$ cat src/rtl/mem_req_arbiter.sv
// Serialises I-cache refills and D-cache refills/write-backs onto one memory port; strobes one cycle after
// the IDLE sample, ready pulse one cycle after mem_ready, then a dead cycle. Requesters are held off by level.
module mem_req_arbiter #(
    parameter int LINE_W     = 128,
    parameter int MAX_CONSEC = 2,
    parameter int TIMEOUT    = 255
) (
    input  logic              clk,
    input  logic              reset,
    input  logic              rd_data_req,
    input  logic              wr_data_req,
    input  logic [31:0]       addr_data,
    input  logic [LINE_W-1:0] wdata_data,
    output logic [LINE_W-1:0] rdata_data,
    output logic              ready_data,
    input  logic              rd_instr_req,
    input  logic [31:0]       addr_instr,
    output logic [LINE_W-1:0] rdata_instr,
    output logic              ready_instr,
    output logic              mem_oe,
    output logic              mem_we,
    output logic [31:0]       mem_addr,
    output logic [LINE_W-1:0] mem_wdata,
    input  logic [LINE_W-1:0] mem_rdata,
    input  logic              mem_ready,
    output logic              err_timeout
);
    localparam int CNT_W = (MAX_CONSEC < 1) ? 1 : $clog2(MAX_CONSEC + 1);
    localparam int TMR_W = (TIMEOUT < 1) ? 1 : $clog2(TIMEOUT + 1);
    localparam logic [CNT_W-1:0] MAX_C     = CNT_W'(MAX_CONSEC);
    localparam logic [TMR_W-1:0] TMO       = TMR_W'(TIMEOUT);
    localparam logic [31:0]      ADDR_MASK = ~(32'(LINE_W / 8) - 32'd1);

    typedef enum logic [1:0] {IDLE, GNT_D, GNT_I, DONE} state_t;

    state_t            state_q, state_d;
    logic [CNT_W-1:0]  consec_q, consec_d;
    logic [TMR_W-1:0]  timer_q, timer_d;
    logic              err_q, err_d;
    logic              mem_oe_q, mem_oe_d, mem_we_q, mem_we_d;
    logic [31:0]       mem_addr_q, mem_addr_d;
    logic [LINE_W-1:0] mem_wdata_q, mem_wdata_d;
    logic [LINE_W-1:0] rdata_data_q, rdata_data_d, rdata_instr_q, rdata_instr_d;
    logic              ready_data_q, ready_data_d, ready_instr_q, ready_instr_d;
    logic              d_req;

    assign d_req = rd_data_req | wr_data_req;

    always_comb begin
        state_d       = state_q;
        consec_d      = consec_q;
        timer_d       = timer_q;
        err_d         = err_q;
        mem_oe_d      = mem_oe_q;
        mem_we_d      = mem_we_q;
        mem_addr_d    = mem_addr_q;
        mem_wdata_d   = mem_wdata_q;
        rdata_data_d  = rdata_data_q;
        rdata_instr_d = rdata_instr_q;
        ready_data_d  = 1'b0;
        ready_instr_d = 1'b0;
        case (state_q)
            IDLE: begin
                timer_d = '0;
                if (d_req && (!rd_instr_req || consec_q < MAX_C)) begin
                    state_d    = GNT_D;
                    consec_d   = (consec_q == MAX_C) ? MAX_C : consec_q + CNT_W'(1);
                    mem_addr_d = addr_data & ADDR_MASK;
                    // a simultaneous read+write performs only the write-back
                    mem_we_d   = wr_data_req;
                    mem_oe_d   = !wr_data_req;
                    if (wr_data_req) begin
                        mem_wdata_d = wdata_data;
                    end
                end else if (rd_instr_req) begin
                    state_d    = GNT_I;
                    consec_d   = '0;
                    mem_addr_d = addr_instr & ADDR_MASK;
                    mem_oe_d   = 1'b1;
                    mem_we_d   = 1'b0;
                end else begin
                    consec_d = '0;
                end
            end
            GNT_D, GNT_I: begin
                if (mem_ready) begin
                    state_d  = DONE;
                    mem_oe_d = 1'b0;
                    mem_we_d = 1'b0;
                    timer_d  = '0;
                    if (state_q == GNT_D) begin
                        ready_data_d = 1'b1;
                        if (!mem_we_q) begin
                            rdata_data_d = mem_rdata;
                        end
                    end else begin
                        ready_instr_d = 1'b1;
                        rdata_instr_d = mem_rdata;
                    end
                end else begin
                    // timer saturates; the error is sticky and the grant keeps waiting
                    if (timer_q != TMO) begin
                        timer_d = timer_q + TMR_W'(1);
                    end
                    if (timer_d == TMO) begin
                        err_d = 1'b1;
                    end
                end
            end
            DONE: state_d = IDLE;
            default: state_d = IDLE;
        endcase
    end

    always_ff @(posedge clk or negedge reset) begin
        if (!reset) begin
            state_q       <= IDLE;
            consec_q      <= '0;
            timer_q       <= '0;
            err_q         <= 1'b0;
            mem_oe_q      <= 1'b0;
            mem_we_q      <= 1'b0;
            mem_addr_q    <= '0;
            mem_wdata_q   <= '0;
            rdata_data_q  <= '0;
            rdata_instr_q <= '0;
            ready_data_q  <= 1'b0;
            ready_instr_q <= 1'b0;
        end else begin
            state_q       <= state_d;
            consec_q      <= consec_d;
            timer_q       <= timer_d;
            err_q         <= err_d;
            mem_oe_q      <= mem_oe_d;
            mem_we_q      <= mem_we_d;
            mem_addr_q    <= mem_addr_d;
            mem_wdata_q   <= mem_wdata_d;
            rdata_data_q  <= rdata_data_d;
            rdata_instr_q <= rdata_instr_d;
            ready_data_q  <= ready_data_d;
            ready_instr_q <= ready_instr_d;
        end
    end

    assign mem_oe      = mem_oe_q;
    assign mem_we      = mem_we_q;
    assign mem_addr    = mem_addr_q;
    assign mem_wdata   = mem_wdata_q;
    assign rdata_data  = rdata_data_q;
    assign rdata_instr = rdata_instr_q;
    assign ready_data  = ready_data_q;
    assign ready_instr = ready_instr_q;
    assign err_timeout = err_q;

endmodule

$ cat config.mk
export PLATFORM = sky130hd
export DESIGN_NAME = mem_req_arbiter
export DESIGN_NICKNAME = d
export VERILOG_FILES = /design/src/rtl/mem_req_arbiter.sv
export SDC_FILE = /design/constraint.sdc
export NUM_CORES = 1
export LEC_CHECK = 0
export CORE_AREA = 2 2 293 295
export CTS_BUF_LIST = sky130_fd_sc_hd__clkbuf_2
export DETAILED_ROUTE_END_ITERATION = 8
export DIE_AREA = 0 0 295 297
export PLACE_DENSITY = 0.53
export SETUP_SLACK_MARGIN = 0.2
export SLEW_MARGIN = 5
export SYNTH_ARGS = -nofsm -noshare
export SYNTH_HDL_FRONTEND = slang
export SYNTH_SLANG_ARGS = --single-unit
$ cat constraint.sdc
create_clock -name clk -period 2.5 [get_ports clk]
set_input_delay 0.75 -clock clk [delete_from_list [all_inputs] [get_ports clk]]
set_output_delay 0.75 -clock clk [all_outputs]
set_load 0.03 [all_outputs]
Word level (Yosys, flattened, before mapping)
Index checks and enable logic that the tools add are counted.
{ "word_totals": {"reg_bits": 433, "inputBits": 326, "out_inout_bits": 421, "word_cells": 68} }
{ "op_classes": {"n_addsub": 2, "n_lt_le_gt_ge": 1, "eq_ne": 8, "mux": 26, "n_bitwise": 4, "reduce_logical": 15} }
{ "ops": {"columns": ["op", "count"], "rows": [
  ["$mux 32", 2],
  ["$mux 8", 4],
  ["$pmux 8 s2", 1],
  ["$reduce_and 3->1", 4],
  ["$mux 1", 11],
  ["$mux 2", 5],
  ["$add 8x1->8 const B", 1],
  ["$eq 8x8->1 const B", 1],
  ["$ne 8x8->1 const B", 1],
  ["$eq 2x2->1 const B", 3],
  ["$pmux 2 s3", 1],
  ["$pmux 1 s2", 2],
  ["$reduce_and 2->1", 2],
  ["$reduce_and 4->1", 1],
  ["$reduce_bool 2->1", 2],
  ["$ne 3x3->1 const B", 1],
  ["$not 1->1", 3],
  ["$add 2x1->2 const B", 1],
  ["$eq 2x1->1 const B", 1],
  ["$logic_not 1->1", 2],
  ["$logic_not 2->1", 1],
  ["$lt 2x2->1 const B", 1],
  ["$ne 2x2->1 const B", 1],
  ["$reduce_or 2->1", 1],
  ["other kinds (3)", 3]
]} }

Depth between registers and ports, before layout
Gate-level depths: netlist (run 1).
{ "depth": {"word_depth": 6, "mapped_depth": 9, "mapped_depth_nobuf": 7} }

Least setup slack after synthesis (run 1)
Ideal clock, no wire load.
{ "synth_timing": {"kind": "input to register", "from": "input wr_data_req", "to": "register mem_wdata_q[0], in the netlist mem_wdata[0]", "setup_ns": 0.127, "arrival_time_ns": 1.664, "t_required_ns": 2.373, "setup_slack_ns": 0.709, "cell_stages": 5, "n_path_buf": 2, "cell_sequence": "nand2_1 a21oi_1 buf_4 buf_6 mux2_1"} }
{ "synth_between": {"elab_chain_cells": 3} }
{ "synth_rtl": {"columns": ["element", "line", "source"], "rows": [
  ["start, declared", "11", "input logic wr_data_req,"],
  ["$or 1x1->1", "47", "assign d_req = rd_data_req | wr_data_req;"],
  ["$logic_and 1x1->1", "65", "if (d_req && (!rd_instr_req || consec_q < MAX_C)) begin"],
  ["$reduce_and 3->1 (no source line) (*)", null, null],
  ["end signal, assigned", "137", "mem_wdata_q <= mem_wdata_d;"],
  ["end, declared", "42", "logic [LINE_W-1:0] mem_wdata_q, mem_wdata_d;"]
]} }
Mark *: on every way between the ends. The rest lies on a longest branch, timed or not.
A chain may end at the register's enable or synchronous reset.

Final worst setup path (run 1)
{ "layout_timing": {"from": "register mem_wdata_q[64], in the netlist mem_wdata[64]", "to": "output mem_wdata[64]"} }
{ "layout_lines": {"columns": ["element", "line", "source"], "rows": [
  ["end, declared", "23", "output logic [LINE_W-1:0] mem_wdata,"]
]} }
No word-level cell between the ends.

==> flow_metrics.env, run 1 <==
export IMPL_io_pins=747
export IMPL_drc=0
export IMPL_syn_area_per_cell_um2=12.6
export IMPL_place_area_mm2=0.0257
export IMPL_path_buf_inv=1
export IMPL_ir_drop_uv=700
export IMPL_fmax_mhz=396
export IMPL_drv_slew=0
export IMPL_n_fill_cell=8289
export IMPL_synth_edf_count=0
export IMPL_die_x_um=295
export IMPL_ant_nets=0
export IMPL_io_buffers=734
export IMPL_tightestPinTransition_ns=0.526
export IMPL_nNetsFinal=2788
export IMPL_dp_cells=3193
export IMPL_timing_hold_ws_ns=0.238
export IMPL_rr_startpoint="consec_q[1]$_DFFE_PN0P_"
export IMPL_maxCapViolations=0
export IMPL_pre_cts_ws_ns=-0.0561
export IMPL_grt_pass1_wl_um=93300
export IMPL_critPathRequiredTime_ns=1.75
export IMPL_via_per_inst=3.93
export IMPL_hold_path_class="input pin to flip-flop"
export IMPL_layout_drive_gt1_share=0.361
export IMPL_crit_chain="buf_6"
export IMPL_crit_type="flip-flop to output pin"
export IMPL_cts_buffers=118
export IMPL_dieHeight_um=297
export IMPL_antenna_found_initial=7
export IMPL_setup_violations_final=4
export IMPL_synth_top_flop_cell="dfrtp_1"
export IMPL_synth_seq_area_share=0.644
export IMPL_arrival_ns=1.78
export IMPL_clkSinkCount=429
export IMPL_violations="setup timing"
export IMPL_drtPass1Iterations=6
export IMPL_syn_inst=1327
export IMPL_period_share=1.01
export IMPL_drt_total_wl_um=61400
export IMPL_synth_distinct_cells=47
export IMPL_syn_area_mm2=0.0167
export IMPL_cts_buffer_depth=3
export IMPL_final_cell_mix="426 x dfrtp_1, 417 x nand2_1, 417 x buf_6, 316 x clkdlybuf4s50_1, 197 x dlygate4sd3_1"
export IMPL_htreeDepth=3
export IMPL_tns_ns=-0.0710
export IMPL_gp_congestion=0.851
export IMPL_cts_root_buffer="clkbuf_2"
export IMPL_wl_per_cell_um=16.6
export IMPL_cp_max_fo=2
export IMPL_setup_ws_ns=-0.0271
export IMPL_hold_viol_final=0
export IMPL_rsz0062_at_grt="true"
export IMPL_drtIter0Drc=408
export IMPL_clkLatencyLatePin_ns=1.17
export IMPL_path_clk_slew_ns=0.10
export IMPL_startpoint="mem_wdata[64]$_DFFE_PN0P_"
export IMPL_grt_max_degree=77
export IMPL_dieArea_mm2=0.0876
export IMPL_synth_async_reset_ratio=1.00
export IMPL_grt_pass1_vias=15900
export IMPL_multi_input_area_mm2=0.00547
export IMPL_grt_remaining_overflow=0
export IMPL_gr_usage_all_layers=0.138
export IMPL_start_kind="flip-flop"
export IMPL_critPathMaxStageDelay_ns=0.44
export IMPL_skew_ns=0.0981
export IMPL_core_area_mm2=0.0845
export IMPL_dp_hpwl_um=44800
export IMPL_start_util=0.197
export IMPL_max_slew_margin_rel=0.649
export IMPL_crit_family="flip-flops"
export IMPL_cp_end_kind="output pin"
export IMPL_vias=14500
export IMPL_synth_seq_cells=429
export IMPL_period_minus_slack_ns=2.53
export IMPL_min_from="mem_rdata[22]"
export IMPL_final_cells=3697
export IMPL_ys_warn_count=0
export IMPL_stdcell_area_mm2=0.0300
export IMPL_outcome="complete, but fails checks"
export IMPL_crit_slowest_cell="dfrtp_1"
export IMPL_layout_commonest_cell="dfrtp_1"
export IMPL_seqCellArea_mm2=0.0107
export IMPL_p_per_area_mw_per_mm2=1380
export IMPL_cts_tree="yes"
export IMPL_rows=107
export IMPL_synthToLayoutAreaGrowth_pct=79.7
export IMPL_leakage_nw=14.2
[area by class of cell]
cell class              count  area share
diodes                      8    0.000668
clock buffers             172      0.0287
clock inverters            37     0.00560
inverters                  11     0.00146
multi-input cells         817       0.183
flip-flops and latches    429       0.358
well taps                1144      0.0478
repair buffers           1079       0.375
[worst register-to-register path, cell delays in order, from the launching register on]
cell	delay (ns)
dfrtp_1	0.46
a21oi_4	0.19
buf_12	0.21
buf_4	0.20
mux2i_1	0.18
dlygate4sd3_1	0.57
o21ai_0	0.07
[synth_stat cells (2+ instances only)]
cell      count  area, um2
dfrtp_1     429      10700
nand2_1     417       1570
mux2_2      160       1800
mux2_1       98       1100
buf_2        37        185
mux2i_1      29        290
o21ai_0      26        130
buf_4        18        135
a21oi_1      16       80.1
buf_6        12        135
o21ai_1      12       60.1
inv_1        10       37.5
nor2_1        9       33.8
nand3_1       7       35.0
ha_1          6       75.1
nor3_1        5       25.0
clkbuf_1      4       15.0
nor2b_1       2       12.5
o21a_1        2       15.0
[cell families after synthesis]
family / synth area share
xor+xnor: 0.000525
fa+ha+maj: 0.00450
compound gates: 0.0226
flops: 0.644
mux: 0.192
simple gates: 0.106
other cells: 0.000225
buf+inv: 0.0312
[power by group]
group          switching, mW  internal [mW]  leakage [nW]
logic                   12.7           10.8          8.17
clock network           3.10           1.88         0.794
registers               2.46           10.4          5.20
total                   18.2           23.1          14.2
[registers in the layout, summed over array words and instances, names as in the netlist]
register / flops
mem_wdata: 128
rdata_data: 128
rdata_instr: 128
mem_addr: 28
timer_q: 8
consec_q: 2
state_q: 2
err_timeout: 1
mem_oe: 1
mem_we: 1
ready_data: 1
ready_instr: 1
[per-stage QoR]
step / utilization / total power, mW
CTS: 0.350 / 41.5
finish: 0.355 / 41.4
global placement: 0.305 / 33.8
detailed placement: 0.305 / 34.1
global route: 0.355 / 43.8
floorplan: - / 23.9
[per-layer routing]
metal / part of all wire / track usage / vias up
met5: 0.00021 / 0 / -
met1: 0.38 / 0.150 / 7151
met2: 0.51 / 0.244 / 509
met3: 0.078 / 0.0461 / 134
met4: 0.032 / 0.0559 / 2
li1: - / - / 6734
[path summary, 6_finish.rpt]
check	slack [ns]	cells after the start	end
min	0.24	3	rdata_instr[22]$_DFFE_PN0P_
min reg2reg	0.50	2	rdata_instr[53]$_DFFE_PN0P_
max reg2reg	0.48	6	mem_addr[12]$_DFFE_PN0P_
max in group asynchronous	1.63	3	rdata_instr[111]$_DFFE_PN0P_
min in group asynchronous	0.34	3	mem_addr[29]$_DFFE_PN0P_
max	-0.03	1	mem_wdata[64]
[timing repair]
item,in CTS,in global routing
setup endpoints to repair,417,417
hold buffers,198,0
buffers inserted,43,46
gates resized for setup,2922,0
hold endpoints to repair,657,0
pin swaps,0,0
Power figures use the tool's default switching activity.
==> inputs of run 2 (changes only) <==
- CTS_BUF_LIST: sky130_fd_sc_hd__clkbuf_2 -> sky130_fd_sc_hd__clkbuf_4
==> flow_metrics.env, run 2 (synthesized netlist as in run 1, its figures left out) <==
export IMPL_dp_cells=3193
export IMPL_drtPass1Iterations=4
export IMPL_cp_max_fo=2
export IMPL_layout_drive_gt1_share=0.389
export IMPL_hold_viol_final=0
export IMPL_drv_slew=0
export IMPL_clkLatencyLatePin_ns=0.91
export IMPL_cp_end_kind="output pin"
export IMPL_cts_tree="yes"
export IMPL_period_minus_slack_ns=2.26
export IMPL_setup_ws_ns=0.241
export IMPL_grt_pass1_wl_um=89800
export IMPL_vias=13700
export IMPL_die_x_um=295
export IMPL_fmax_mhz=443
export IMPL_gp_congestion=0.851
export IMPL_arrival_ns=1.51
export IMPL_drt_total_wl_um=59900
export IMPL_dp_hpwl_um=44800
export IMPL_grt_pass1_vias=14700
export IMPL_grt_remaining_overflow=0
export IMPL_wl_per_cell_um=17.2
export IMPL_outcome="completed"
export IMPL_io_pins=747
export IMPL_crit_family="flip-flops"
export IMPL_dieHeight_um=297
export IMPL_critPathRequiredTime_ns=1.75
export IMPL_path_clk_slew_ns=0.06
export IMPL_drtIter0Drc=400
export IMPL_maxCapViolations=0
export IMPL_synthToLayoutAreaGrowth_pct=70.7
export IMPL_layout_commonest_cell="dfrtp_1"
export IMPL_cts_buffer_depth=3
export IMPL_nNetsFinal=2584
export IMPL_final_cell_mix="426 x dfrtp_1, 417 x nand2_1, 416 x buf_6, 316 x clkdlybuf4s50_1, 176 x clkbuf_4"
export IMPL_htreeDepth=4
export IMPL_dieArea_mm2=0.0876
export IMPL_period_share=0.904
export IMPL_crit_chain="buf_6"
export IMPL_place_area_mm2=0.0257
export IMPL_cts_buffers=130
export IMPL_rows=107
export IMPL_ant_nets=0
export IMPL_crit_type="flip-flop to output pin"
export IMPL_core_area_mm2=0.0845
export IMPL_antenna_found_initial=5
export IMPL_leakage_nw=13.4
export IMPL_crit_slowest_cell="dfrtp_1"
export IMPL_grt_max_degree=77
export IMPL_final_cells=3488
export IMPL_p_per_area_mw_per_mm2=1510
export IMPL_cts_root_buffer="clkbuf_4"
export IMPL_hold_path_class="input pin to asynchronous set/reset pin"
export IMPL_via_per_inst=3.93
export IMPL_start_util=0.197
export IMPL_clkSinkCount=429
export IMPL_start_kind="flip-flop"
export IMPL_skew_ns=0.0357
export IMPL_setup_violations_final=0
export IMPL_ir_drop_uv=731
export IMPL_gr_usage_all_layers=0.135
export IMPL_drc=0
export IMPL_stdcell_area_mm2=0.0285
export IMPL_pre_cts_ws_ns=-0.0561
export IMPL_path_buf_inv=1
export IMPL_rsz0062_at_grt="true"
export IMPL_n_fill_cell=8422
export IMPL_io_buffers=734
export IMPL_critPathMaxStageDelay_ns=0.43
[run 2: cell types whose count changed in the layout (fill, tap and decap cells not counted), sizes merged]
cell         previous run  this run
dlygate4sd3           197         1
buf                   566       546
bufinv                  0         6
clkbuf                172       176
diode                   8         5
clkinvlp                1         3
inv                    17        15
[run 2: layout make-up]
type | count | area, um2 | share of cell area
sequential | 429 | 10700 | 0.377
timing repair buffer | 863 | 9100 | 0.320
multi-input combinational | 817 | 5470 | 0.192
tap | 1144 | 1430 | 0.0503
clock buffer | 176 | 1320 | 0.0464
clock inverter | 43 | 344 | 0.0121
inverter | 11 | 43.8 | 0.00154
antenna | 5 | 12.5 | 0.000440
[run 2: what timing repair did]
| action | in CTS | in global routing |
|---|---|---|
| resized for setup | 2062 | 1239 |
| endpoints found under the hold margin | 116 | 0 |
| buffers inserted | 3 | 67 |
| endpoints found under the setup margin | 417 | 417 |
| hold buffers | 1 | 0 |
[run 2: worst paths after layout]
path                                             start                     endpoint  slack, ns  cells after the start
max                          mem_wdata[99]$_DFFE_PN0P_                mem_wdata[99]       0.24                      1
min in group clk                         mem_rdata[10]  rdata_instr[10]$_DFFE_PN0P_       0.40                      3
min reg2reg                rdata_instr[53]$_DFFE_PN0P_  rdata_instr[53]$_DFFE_PN0P_       0.49                      2
max reg2reg                     state_q[0]$_DFFE_PN0P_       state_q[1]$_DFFE_PN0P_       0.54                      5
max in group asynchronous                        reset   mem_wdata[105]$_DFFE_PN0P_       1.26                      3
min                                              reset    mem_wdata[86]$_DFFE_PN0P_       0.36                      2
[run 2: metal layers]
metal / global-route usage / vias up / wire length [um] / part of all wire
met1: 0.146 / 6729 / 22200 / 0.37
li1: - / 6329 / - / -
met2: 0.234 / 522 / 30700 / 0.51
met3: 0.0510 / 134 / 5140 / 0.086
met5: 0 / - / 13 / 0.00022
met4: 0.0567 / 2 / 1860 / 0.031
[run 2: where the power goes]
part | switching, mW | leakage (nW) | internal (mW)
Combinational | 12.5 | 7.25 | 10.4
Sequential | 2.45 | 5.20 | 10.4
Clock | 3.17 | 0.969 | 3.87
Total | 18.2 | 13.4 | 24.7
[run 2: metrics by stage]
| step | TNS [ns] | util | hold slack (ns) | total power [mW] |
|---|---|---|---|---|
| after floorplan | 0 | - | 0.454 | 23.9 |
| after CTS | 0 | 0.306 | 0.192 | 38.9 |
| after global routing | 0 | 0.337 | 0.207 | 45.3 |
| after global placement | -3.45 | 0.305 | 0.459 | 33.8 |
| final | 0 | 0.337 | 0.362 | 42.9 |
| after detailed placement | -3.33 | 0.305 | 0.461 | 34.1 |
